==> config.mk <==
export PLATFORM = sky130hd
export DESIGN_NAME = ref_burst_reader
export DESIGN_NICKNAME = d
export VERILOG_FILES = /design/src/rtl/ref_burst_reader.sv
export SDC_FILE = /design/constraint.sdc
export NUM_CORES = 1
export LEC_CHECK = 0
export ABC_CLOCK_PERIOD_IN_PS = 13850
export BUFFER_PORTS_ARGS = -buffer_cell sky130_fd_sc_hd__buf_2
export CAP_MARGIN = 20
export CORE_AREA = 2 2 241 243
export DETAILED_ROUTE_END_ITERATION = 10
export DIE_AREA = 0 0 243 245
export GPL_ROUTABILITY_DRIVEN = 0
export PLACE_DENSITY_LB_ADDON = 0.15
export SETUP_SLACK_MARGIN = 0.02
export SLEW_MARGIN = 40
export SYNTH_ARGS = -nofsm -noshare
export SYNTH_HDL_FRONTEND = slang
export SYNTH_SLANG_ARGS = --single-unit
==> constraint.sdc <==
create_clock -name clk -period 13.85 [get_ports clk]
set_input_delay 0 -clock clk [delete_from_list [all_inputs] [get_ports clk]]
set_output_delay 0 -clock clk [all_outputs]
set_load 0.02 [all_outputs]
==> src/rtl/ref_burst_reader.sv <==
`default_nettype none
// ============================================================================
// Module   : ref_burst_reader
// Purpose  : Per-port read controller between a reference-segment consumer
//            and one reader port of the 4-port AXI arbiter. Takes one command
//            (start byte address + length in 256-bit beats) at a time. Splits
//            it into AXI bursts that never cross a 4 KB boundary and issues
//            them under an outstanding-burst credit limit. Returned beats are
//            passed straight through, and the final beat of the command is
//            marked.
// Ports    : clk, rst (sync, active-low)
//            cmd_*      : command handshake (addr, beats, valid/rdy)
//            rd_*_out   : burst request to arbiter (id, addr, len, valid)
//            rd_data_*  : beat return from arbiter (data, valid/rdy)
//            data_*     : forwarded beat stream to consumer (data, valid,
//                         last, rdy)
//            busy_out   : command in progress
// Revision : 1.0 - initial release
// ============================================================================
module ref_burst_reader #(
    parameter int PORT_TAG        = 0,
    parameter int ID_WIDTH        = 4,
    parameter int MAX_BURST       = 16,
    parameter int MAX_OUTSTANDING = 4,
    parameter int BEATS_WIDTH     = 24
) (
    input  logic                   clk,
    input  logic                   rst,
    input  logic [32:0]            cmd_addr_in,
    input  logic [BEATS_WIDTH-1:0] cmd_beats_in,
    input  logic                   cmd_valid_in,
    output logic                   cmd_rdy_out,
    output logic [ID_WIDTH-1:0]    rd_id_out,
    output logic [32:0]            rd_addr_out,
    output logic [7:0]             rd_len_out,
    output logic                   rd_info_valid_out,
    input  logic                   rd_info_rdy_in,
    input  logic [255:0]           rd_data_in,
    input  logic                   rd_data_valid_in,
    output logic                   rd_data_rdy_out,
    output logic [255:0]           data_out,
    output logic                   data_valid_out,
    output logic                   data_last_out,
    input  logic                   data_rdy_in,
    output logic                   busy_out
);

    localparam logic [1:0] c_ST_IDLE  = 2'd0;
    localparam logic [1:0] c_ST_ISSUE = 2'd1;
    localparam logic [1:0] c_ST_DRAIN = 2'd2;

    // Length FIFO is sized for the largest credit limit; pointers wrap
    // naturally and occupancy is bounded by the credit count.
    localparam int               c_FIFO_DEPTH  = 8;
    localparam logic [3:0]       c_MAX_OUT     = 4'(MAX_OUTSTANDING);
    localparam logic [7:0]       c_MAX_BURST   = 8'(MAX_BURST);
    localparam logic [BEATS_WIDTH-1:0] c_MAX_BURST_B = BEATS_WIDTH'(MAX_BURST);
    localparam logic [32:0]      c_ALIGN_MASK  = ~33'h1F;

    logic [1:0]             r_state;
    logic [1:0]             w_next_state;
    logic [32:0]            r_addr;
    logic [BEATS_WIDTH-1:0] r_remaining;
    logic [3:0]             r_outstanding;
    logic [7:0]             r_fifo [c_FIFO_DEPTH];
    logic [2:0]             r_wr_ptr;
    logic [2:0]             r_rd_ptr;
    logic [7:0]             r_beat_cnt;

    logic [7:0]  w_boundary;
    logic [7:0]  w_nb_rem;
    logic [7:0]  w_nb;
    logic [7:0]  w_head;
    logic        w_has_out;
    logic        w_credit_ok;
    logic        w_cmd_fire;
    logic        w_req_fire;
    logic        w_beat_fire;
    logic        w_last_in_burst;
    logic        w_retire;
    logic        w_final_beat;
    logic        w_issue_done;

    // ------------------------------------------------------------------
    // Burst sizing: limited by what is left, the max burst, and the number
    // of 32-byte beats before the next 4 KB page.
    // ------------------------------------------------------------------
    assign w_boundary  = 8'd128 - {1'b0, r_addr[11:5]};
    assign w_nb_rem    = (r_remaining < c_MAX_BURST_B) ? r_remaining[7:0] : c_MAX_BURST;
    assign w_nb        = (w_nb_rem < w_boundary) ? w_nb_rem : w_boundary;
    assign w_issue_done = (r_remaining == BEATS_WIDTH'(w_nb));

    assign w_head      = r_fifo[r_rd_ptr];
    assign w_has_out   = (r_outstanding != 4'd0);
    assign w_credit_ok = (r_outstanding < c_MAX_OUT);

    assign w_cmd_fire      = cmd_valid_in & cmd_rdy_out;
    assign w_req_fire      = rd_info_valid_out & rd_info_rdy_in;
    assign w_beat_fire     = rd_data_valid_in & rd_data_rdy_out;
    assign w_last_in_burst = (r_beat_cnt == (w_head - 8'd1));
    assign w_retire        = w_beat_fire & w_last_in_burst;
    // Last beat of the whole command: only one burst left and nothing more
    // to issue.
    assign w_final_beat    = (r_state == c_ST_DRAIN) & (r_outstanding == 4'd1) & w_last_in_burst;

    // ------------------------------------------------------------------
    // FSM: state register
    // ------------------------------------------------------------------
    always_ff @(posedge clk) begin
        if (!rst) begin
            r_state <= c_ST_IDLE;
        end else begin
            r_state <= w_next_state;
        end
    end

    // ------------------------------------------------------------------
    // FSM: next-state logic
    // ------------------------------------------------------------------
    always_comb begin
        w_next_state = r_state;
        case (r_state)
            c_ST_IDLE: begin
                // A zero-length command is consumed without leaving IDLE.
                if (w_cmd_fire && (cmd_beats_in != '0)) begin
                    w_next_state = c_ST_ISSUE;
                end
            end
            c_ST_ISSUE: begin
                if (w_req_fire && w_issue_done) begin
                    w_next_state = c_ST_DRAIN;
                end
            end
            c_ST_DRAIN: begin
                if (w_retire && w_final_beat) begin
                    w_next_state = c_ST_IDLE;
                end
            end
            default: w_next_state = c_ST_IDLE;
        endcase
    end

    // ------------------------------------------------------------------
    // FSM: outputs. Everything is forced low while reset is held.
    // ------------------------------------------------------------------
    always_comb begin
        cmd_rdy_out       = 1'b0;
        rd_info_valid_out = 1'b0;
        busy_out          = 1'b0;
        if (rst) begin
            cmd_rdy_out       = (r_state == c_ST_IDLE);
            rd_info_valid_out = (r_state == c_ST_ISSUE) & w_credit_ok;
            busy_out          = (r_state != c_ST_IDLE);
        end
    end

    // Request fields come straight from registers that only move on a
    // request handshake, so they hold steady while valid waits for ready.
    assign rd_id_out   = rst ? ID_WIDTH'(PORT_TAG) : '0;
    assign rd_addr_out = rst ? r_addr : '0;
    assign rd_len_out  = rst ? (w_nb - 8'd1) : '0;

    // Zero-latency pass-through; beats with no burst outstanding are
    // neither acknowledged nor forwarded.
    assign rd_data_rdy_out = rst & data_rdy_in & w_has_out;
    assign data_valid_out  = rst & rd_data_valid_in & w_has_out;
    assign data_out        = rst ? rd_data_in : '0;
    assign data_last_out   = rst & rd_data_valid_in & w_has_out & w_final_beat;

    // ------------------------------------------------------------------
    // Command / burst tracking
    // ------------------------------------------------------------------
    always_ff @(posedge clk) begin
        if (!rst) begin
            r_addr        <= '0;
            r_remaining   <= '0;
            r_outstanding <= '0;
            r_wr_ptr      <= '0;
            r_rd_ptr      <= '0;
            r_beat_cnt    <= '0;
        end else begin
            if (w_cmd_fire && (cmd_beats_in != '0)) begin
                r_addr      <= cmd_addr_in & c_ALIGN_MASK;
                r_remaining <= cmd_beats_in;
            end else if (w_req_fire) begin
                r_addr      <= r_addr + (33'(w_nb) << 5);
                r_remaining <= r_remaining - BEATS_WIDTH'(w_nb);
            end

            if (w_req_fire) begin
                r_wr_ptr <= r_wr_ptr + 3'd1;
            end
            if (w_retire) begin
                r_rd_ptr <= r_rd_ptr + 3'd1;
            end

            // Issue and retire in the same cycle cancel out.
            case ({w_req_fire, w_retire})
                2'b10:   r_outstanding <= r_outstanding + 4'd1;
                2'b01:   r_outstanding <= r_outstanding - 4'd1;
                default: r_outstanding <= r_outstanding;
            endcase

            if (w_retire) begin
                r_beat_cnt <= '0;
            end else if (w_beat_fire) begin
                r_beat_cnt <= r_beat_cnt + 8'd1;
            end
        end
    end

    // Length storage needs no reset: the pointers define what is valid.
    always_ff @(posedge clk) begin
        if (w_req_fire) begin
            r_fifo[r_wr_ptr] <= w_nb;
        end
    end

endmodule
`default_nettype wire

==> results of run 1 <==
-- repair_timing --
item,CTS,global route
hold endpoints to repair,52,0
hold buffers,53,0
setup endpoints to repair,0,0
-- stage by stage --
step | hold WS (ns) | instances
finish | 0.165 | 2517
global route | 0.201 | 2512
CTS | 0.138 | 2511
detailed placement | 0.230 | 2426
global placement | 0.228 | 2426
floorplan | 0.109 | 1113
-- cells by family (layout without fill, tap and decap cells) --
kind of cell | Yosys count | in the layout | share of synthesized area (%)
multiplexers | 34 | 34 | 5.59
adder cells (fa/ha/maj) | 30 | 30 | 4.00
flip-flops | 139 | 139 | 35.2
XOR/XNOR | 45 | 45 | 4.05
AND/OR/NAND/NOR | 560 | 560 | 32.9
other | 1 | 18 | 0.0385
AO/OA/AOI/OAI | 178 | 178 | 13.3
buffers and inverters | 115 | 748 | 4.90
-- how the worst min path moves through the flow --
stage | depth (start not counted) | endpoint | slack (ns)
after floorplan | 2 | r_addr[22] | 0.11
after global placement | 2 | r_addr[30] | 0.23
after detailed placement | 2 | r_addr[30] | 0.23
after CTS | 4 | r_beat_cnt[0] | 0.14
after global routing | 4 | r_beat_cnt[0] | 0.20
final | 4 | r_beat_cnt[0] | 0.16
-- layout make-up --
cell class / count / share of cell area [%]
tap: 765 / 6.48
antenna: 6 / 0.102
multi-input combinational: 859 / 40.3
clock inverter: 15 / 1.05
inverter: 38 / 0.965
sequential: 139 / 23.2
clock buffer: 17 / 2.88
timing repair buffer: 678 / 25.1
-- layer usage --
layer	up-vias	GRT usage [%]
met1	5423	27.4
met5	-	1.88
li1	5179	-
met2	432	26.4
met4	4	2.36
met3	25	9.59
-- report_power, final --
group / total, mW / switching (mW) / internal [mW]
Combinational: 0.509 / 0.324 / 0.185
Sequential: 0.467 / 0.0147 / 0.452
Clock: 0.468 / 0.213 / 0.255
-- sequential cells by signal, summed over array words and instances, names as in the netlist, named ones only --
| register | count |
|---|---|
| r_fifo | 64 |
| r_rd_ptr | 3 |
| r_wr_ptr | 3 |
| r_beat_cnt | 8 |
| r_addr | 28 |
| r_outstanding | 4 |
| r_state | 2 |
| r_remaining | 24 |
-- critical path, delay by kind of cell, from the launching register on --
family,cells,cell delay (ns)
muxes,1,0.51
adders and majority gates,2,0.59
and+or+nand+nor,8,2.65
AOI/OAI and AO/OA,8,2.22
buffers and inverters,1,0.13
DFF,1,0.35
-- layout by cell type (no fill, tap or decap), types with 14 or more instances in the layout --
| cell | Yosys | routed |
|---|---|---|
| a21oi_1 | 33 | 33 |
| dfxtp_1 | 75 | 75 |
| or3_1 | 16 | 16 |
| and2_1 | 278 | 278 |
| nor3_1 | 21 | 19 |
| clkbuf_16 | 0 | 17 |
| buf_2 | 3 | 610 |
| dlygate4sd3_1 | 0 | 53 |
| edfxtp_1 | 64 | 64 |
| o211ai_1 | 17 | 17 |
| xor2_1 | 18 | 18 |
| o21ai_0 | 21 | 20 |
| xnor2_1 | 27 | 27 |
| nor2_1 | 73 | 71 |
| nand3_1 | 21 | 21 |
| mux2i_1 | 15 | 14 |
| nand2_1 | 59 | 59 |
| inv_1 | 37 | 36 |
| mux4_2 | 16 | 16 |
| ha_1 | 27 | 27 |
==> flow_summary.json, run 1 <==
{
  "syn_area_per_cell_um2": 8.83,
  "nNetsFinal": 2081,
  "synth_commonest_cells": "and2_1 (278), dfxtp_1 (75), nor2_1 (73), edfxtp_1 (64), clkbuf_1 (61)",
  "grt_remaining_overflow": 0,
  "track_usage_pct": 19.3,
  "crit_arrival_ns": 6.90,
  "path_cells": "nor4_1 > nand4b_4 > nor3_1 > ha_1 > nor2b_1 > o31ai_1 > a21oi_1 > or3_1 > mux2_2 > inv_1 > ha_1 > nor2b_1 > o211ai_1 > nand3_1 > o31a_1 > a31oi_1 > o31ai_2 > a211o_1 > or4_1 > a31o_1",
  "synth_cell_types": 82,
  "die_height_um": 245,
  "postLayoutCellArea_mm2": 0.0148,
  "timing.final.crit_period_ns": 6.57,
  "slew_viol_final": 0,
  "ios": 626,
  "h-tree-depth": 4,
  "ys_seq_area_share_pct": 35.2,
  "synthToLayoutAreaGrowth_pct": 51.8,
  "ys_async_sr_fraction_pct": 0,
  "reg2reg_to": "r_remaining[15]",
  "crit_end": "r_remaining[15]",
  "fin_crit_sh_pct": 47.4,
  "end_kind": "flop",
  "drt_first_pass_iters": 6,
  "grt_pass1_wl_um": 82100,
  "clkTransAtPathRegs_ns": 0.07,
  "skew_ns": 0.0141,
  "finalSetupViolations": 0,
  "ant_nets": 0,
  "grt_max_degree": 111,
  "hold_class": "in -> reg",
  "numClockSinks": 139,
  "fillers": 6326,
  "met2WireLength_um": 24300,
  "maxCapViolCount": 0,
  "cts-root-buf": "clkbuf_16",
  "avgRoutedWirePerCell_um": 23.9,
  "synth_top_area_share_pct": 19.7,
  "multiInputGateArea_mm2": 0.00596,
  "synth_area_leaders": "edfxtp_1 (20%), and2_1 (18%), dfxtp_1 (15%)",
  "p_per_area_mw_per_mm2": 97.8,
  "status": "finished clean",
  "yosysMostFrequentCell": "and2_1",
  "cts_buffer_depth": 2,
  "via_per_inst": 4.40,
  "power_mw": 1.44,
  "grt_pass1_vias": 10700,
  "die_area_mm2": 0.0595,
  "fin_ws_ns": 7.28,
  "drive_above_1_share_pct": 40.5,
  "hold_viol": 0,
  "post-cts-setup-buffers": 0,
  "dr.max_layer_used": "met5",
  "cts_tree": "built",
  "timing.fmax_ghz": 0.152,
  "synthesis.area_mm2": 0.00973,
  "place_area_mm2": 0.0136,
  "cts_inserted_buffers": 17,
  "worst_slew_pin_slew_ns": 0.786,
  "fin_util_pct": 25.9,
  "rr_startpoint": "r_remaining[19]",
  "cp_max_fo": 14,
  "path_class": "reg -> reg",
  "core_mm2": 0.0570,
  "setup-tns-final_ns": 0,
  "hold_start": "data_rdy_in",
  "rows": 88,
  "antenna_found_initial": 6,
  "dp_hpwl_um": 49200,
  "cp_data_required_time_ns": 14.18,
  "vias": 11100,
  "die_width_um": 243,
  "yosys_warnings": 0,
  "cellLeakagePower_nw": 6.65,
  "layout.area.seq_mm2": 0.00342,
  "slowest_delay_ns": 0.71,
  "slew_headroom_pct": 47.1,
  "portBuffers": 611,
  "start_kind": "flop",
  "cts-resized-gates": 0,
  "wl_met1_um": 28400,
  "synth_flop_cell": "dfxtp_1",
  "r2r_slack_ns": 7.28,
  "reg2reg_depth": 20,
  "worstSetupStartpoint": "r_remaining[19]",
  "place_ws_ns": 7.39,
  "vdd_ir_drop_max_uv": 89.6,
  "drt-total-wl_um": 60200,
  "rsz0062_at_grt": "false",
  "crit_path_top_delay_cell": "nor4_1",
  "synth_enable_flop_cells": 64,
  "synth_area_leader_cell": "edfxtp_1",
  "wl_met3_um": 6930,
  "clock_latency_ns": 0.44,
  "drtIter0Drc": 678,
  "syn_inst": 1102,
  "start_util_pct": 17.1,
  "drc": 0,
  "ys_ff_latch": 139
}
(Power assumes the default switching activity.)
==> inputs of run 2 (changes only) <==
- ABC_CLOCK_PERIOD_IN_PS: 13850 -> 6650
- CORE_AREA: 2 2 241 243 -> 2 2 242 244
- DIE_AREA: 0 0 243 245 -> 0 0 244 246
- clock period: 13.85 -> 6.65 ns (I/O delays scaled with it)
==> run 2 against run 1 <==
Against the previous run: register-to-register slack worse by 6.8 ns; sequential share of layout area is 0.18 points lower; die area is 0.82% higher; clock power is 98% higher; maximum frequency is 6.0% higher; critical endpoint is now r_remaining[10]; first-iteration DRC count is 18% higher; combinational power is 110% higher.
==> flow_summary.json, run 2 (synthesis gave the netlist of run 1 again) <==
{
  "status": "finished clean",
  "cts_inserted_buffers": 17,
  "hold_viol": 0,
  "fin_util_pct": 26.0,
  "worst_slew_pin_slew_ns": 0.837,
  "postLayoutCellArea_mm2": 0.0149,
  "ios": 626,
  "clkTransAtPathRegs_ns": 0.07,
  "grt_pass1_vias": 11000,
  "numClockSinks": 139,
  "fillers": 6316,
  "hold_class": "in -> reg",
  "vias": 11200,
  "cts_buffer_depth": 2,
  "largest-register": "r_fifo",
  "ant_nets": 0,
  "power_mw": 2.97,
  "nNetsFinal": 2094,
  "grt_pass1_wl_um": 84100,
  "core_mm2": 0.0574,
  "post-cts-setup-buffers": 0,
  "grt_max_degree": 121,
  "setup-tns-final_ns": 0,
  "fin_ws_ns": 0.452,
  "p_per_area_mw_per_mm2": 199,
  "die_area_mm2": 0.0600,
  "avgRoutedWirePerCell_um": 24.2,
  "slew_headroom_pct": 43.7,
  "timing.fmax_ghz": 0.161,
  "slew_viol_final": 0,
  "skew_ns": 0.00937,
  "synthToLayoutAreaGrowth_pct": 53.0,
  "crit_arrival_ns": 6.52,
  "use_met2_pct": 28.2,
  "cp_max_fo": 9,
  "rsz0062_at_grt": "false",
  "h-tree-depth": 4,
  "drc": 0,
  "drtIter0Drc": 800,
  "final_common_cell": "buf_2",
  "antenna_found_initial": 14,
  "drt-total-wl_um": 61300,
  "cts-root-buf": "clkbuf_16",
  "top_usage_layer": "met2",
  "globalRouteMet1Util_pct": 27.3,
  "slowest_delay_ns": 0.57,
  "clock_latency_ns": 0.43,
  "start_util_pct": 17.0,
  "end_kind": "flop",
  "drt_first_pass_iters": 8,
  "path_cells": "or4_4 > nand4b_4 > nor3_2 > ha_1 > nor2b_1 > o31ai_2 > a21oi_1 > or3_1 > mux2i_2 > inv_1 > ha_1 > nor2b_1 > o21ai_0 > nand2b_1 > a31o_2 > a31oi_1 > a2111o_1 > nand3_2 > o311a_1 > o31a_1 > dlygate4sd3_1",
  "cts_tree": "built",
  "grt_remaining_overflow": 0,
  "largest_reg_flops": 64,
  "place_area_mm2": 0.0137,
  "start_kind": "flop",
  "rows": 88,
  "crit_family": "simple AND/OR/NAND/NOR gates",
  "final_cell_mix": "buf_2 (610), and2_1 (278), dfxtp_1 (75)",
  "cellLeakagePower_nw": 6.70,
  "timing.final.crit_period_ns": 6.20,
  "cp_data_required_time_ns": 6.97,
  "reg.largest.list": "r_fifo: 64 flops, r_addr: 28 flops, r_remaining: 24 flops",
  "portBuffers": 611,
  "drive_above_1_share_pct": 40.9,
  "vdd_ir_drop_max_uv": 164,
  "maxCapViolCount": 0,
  "track_usage_pct": 19.6,
  "path_buf_inv": 2,
  "grtUsageMet3_pct": 9.24,
  "die_height_um": 246,
  "fin_crit_sh_pct": 93.2,
  "path_class": "reg -> reg",
  "place_ws_ns": 0.508,
  "crit_path_top_delay_cell": "or4_4",
  "dp_hpwl_um": 51200,
  "die_width_um": 244,
  "finalSetupViolations": 0,
  "via_per_inst": 4.43
}
## run 2: cell types whose count changed in the layout (fill, tap and decap cells not counted), moves of 3 or more
cell,delta
diode_2,+3
inv_8,-5
buf_4,+7
dlygate4sd3_1,+5
## run 2: layout make-up
class / count / area [um^2] / area share [%]
multi-input cells: 859 / 5980 / 40.2
clock buffers: 19 / 433 / 2.91
inverters: 38 / 143 / 0.958
repair buffers: 691 / 3820 / 25.6
clock inverters: 13 / 115 / 0.773
diodes: 9 / 22.5 / 0.151
well taps: 765 / 957 / 6.43
flip-flops and latches: 139 / 3420 / 23.0
## run 2: metal layers
metal / vias to the layer above / part of all wire (%) / wire length, um
li1: 5193 / - / -
met1: 5522 / 47 / 28600
met2: 455 / 42 / 25800
met3: 40 / 11 / 6540
met4: 6 / 0.44 / 267
met5: - / 0.054 / 33
## run 2: worst paths after layout
path                   start               to  slack [ns]  cells past startpoint
min reg2reg  r_remaining[11]  r_remaining[11]        0.52                      2
max           r_remaining[8]  r_remaining[10]        0.45                     21
max reg2reg   r_remaining[8]  r_remaining[10]        0.45                     21
min              data_rdy_in    r_beat_cnt[0]        0.17                      4
## run 2: through the flow
stage,std cells,hold slack (ns)
2_1_floorplan,1113,0.109
3_3_place_gp,2434,0.213
3_5_place_dp,2434,0.216
4_1_cts,2524,0.151
5_1_grt,2525,0.220
6_report,2533,0.169
## run 2: worst register-to-register path: cells and delay by family (launching register included)
| kind | cells | cell delay [ns] |
|---|---|---|
| AND/OR/NAND/NOR | 8 | 2.21 |
| multiplexers | 1 | 0.32 |
| adder cells (fa/ha/maj) | 2 | 0.61 |
| AO/OA/AOI/OAI | 8 | 1.92 |
| flip-flops | 1 | 0.37 |
| buffers and inverters | 2 | 0.66 |
## run 2: repair_timing
action | CTS | global route
hold buffers | 58 | 0
gates resized for setup | 0 | 7
endpoints found under the hold margin | 53 | 0
endpoints found under the setup margin | 0 | 2
## run 2: power by group
group / total, mW / switching (mW) / leakage, nW / internal, mW
registers: 0.974 / 0.0316 / 1.19 / 0.943
clock network: 0.927 / 0.410 / 0.262 / 0.517
logic: 1.07 / 0.675 / 5.25 / 0.393
total: 2.97 / 1.12 / 6.70 / 1.85
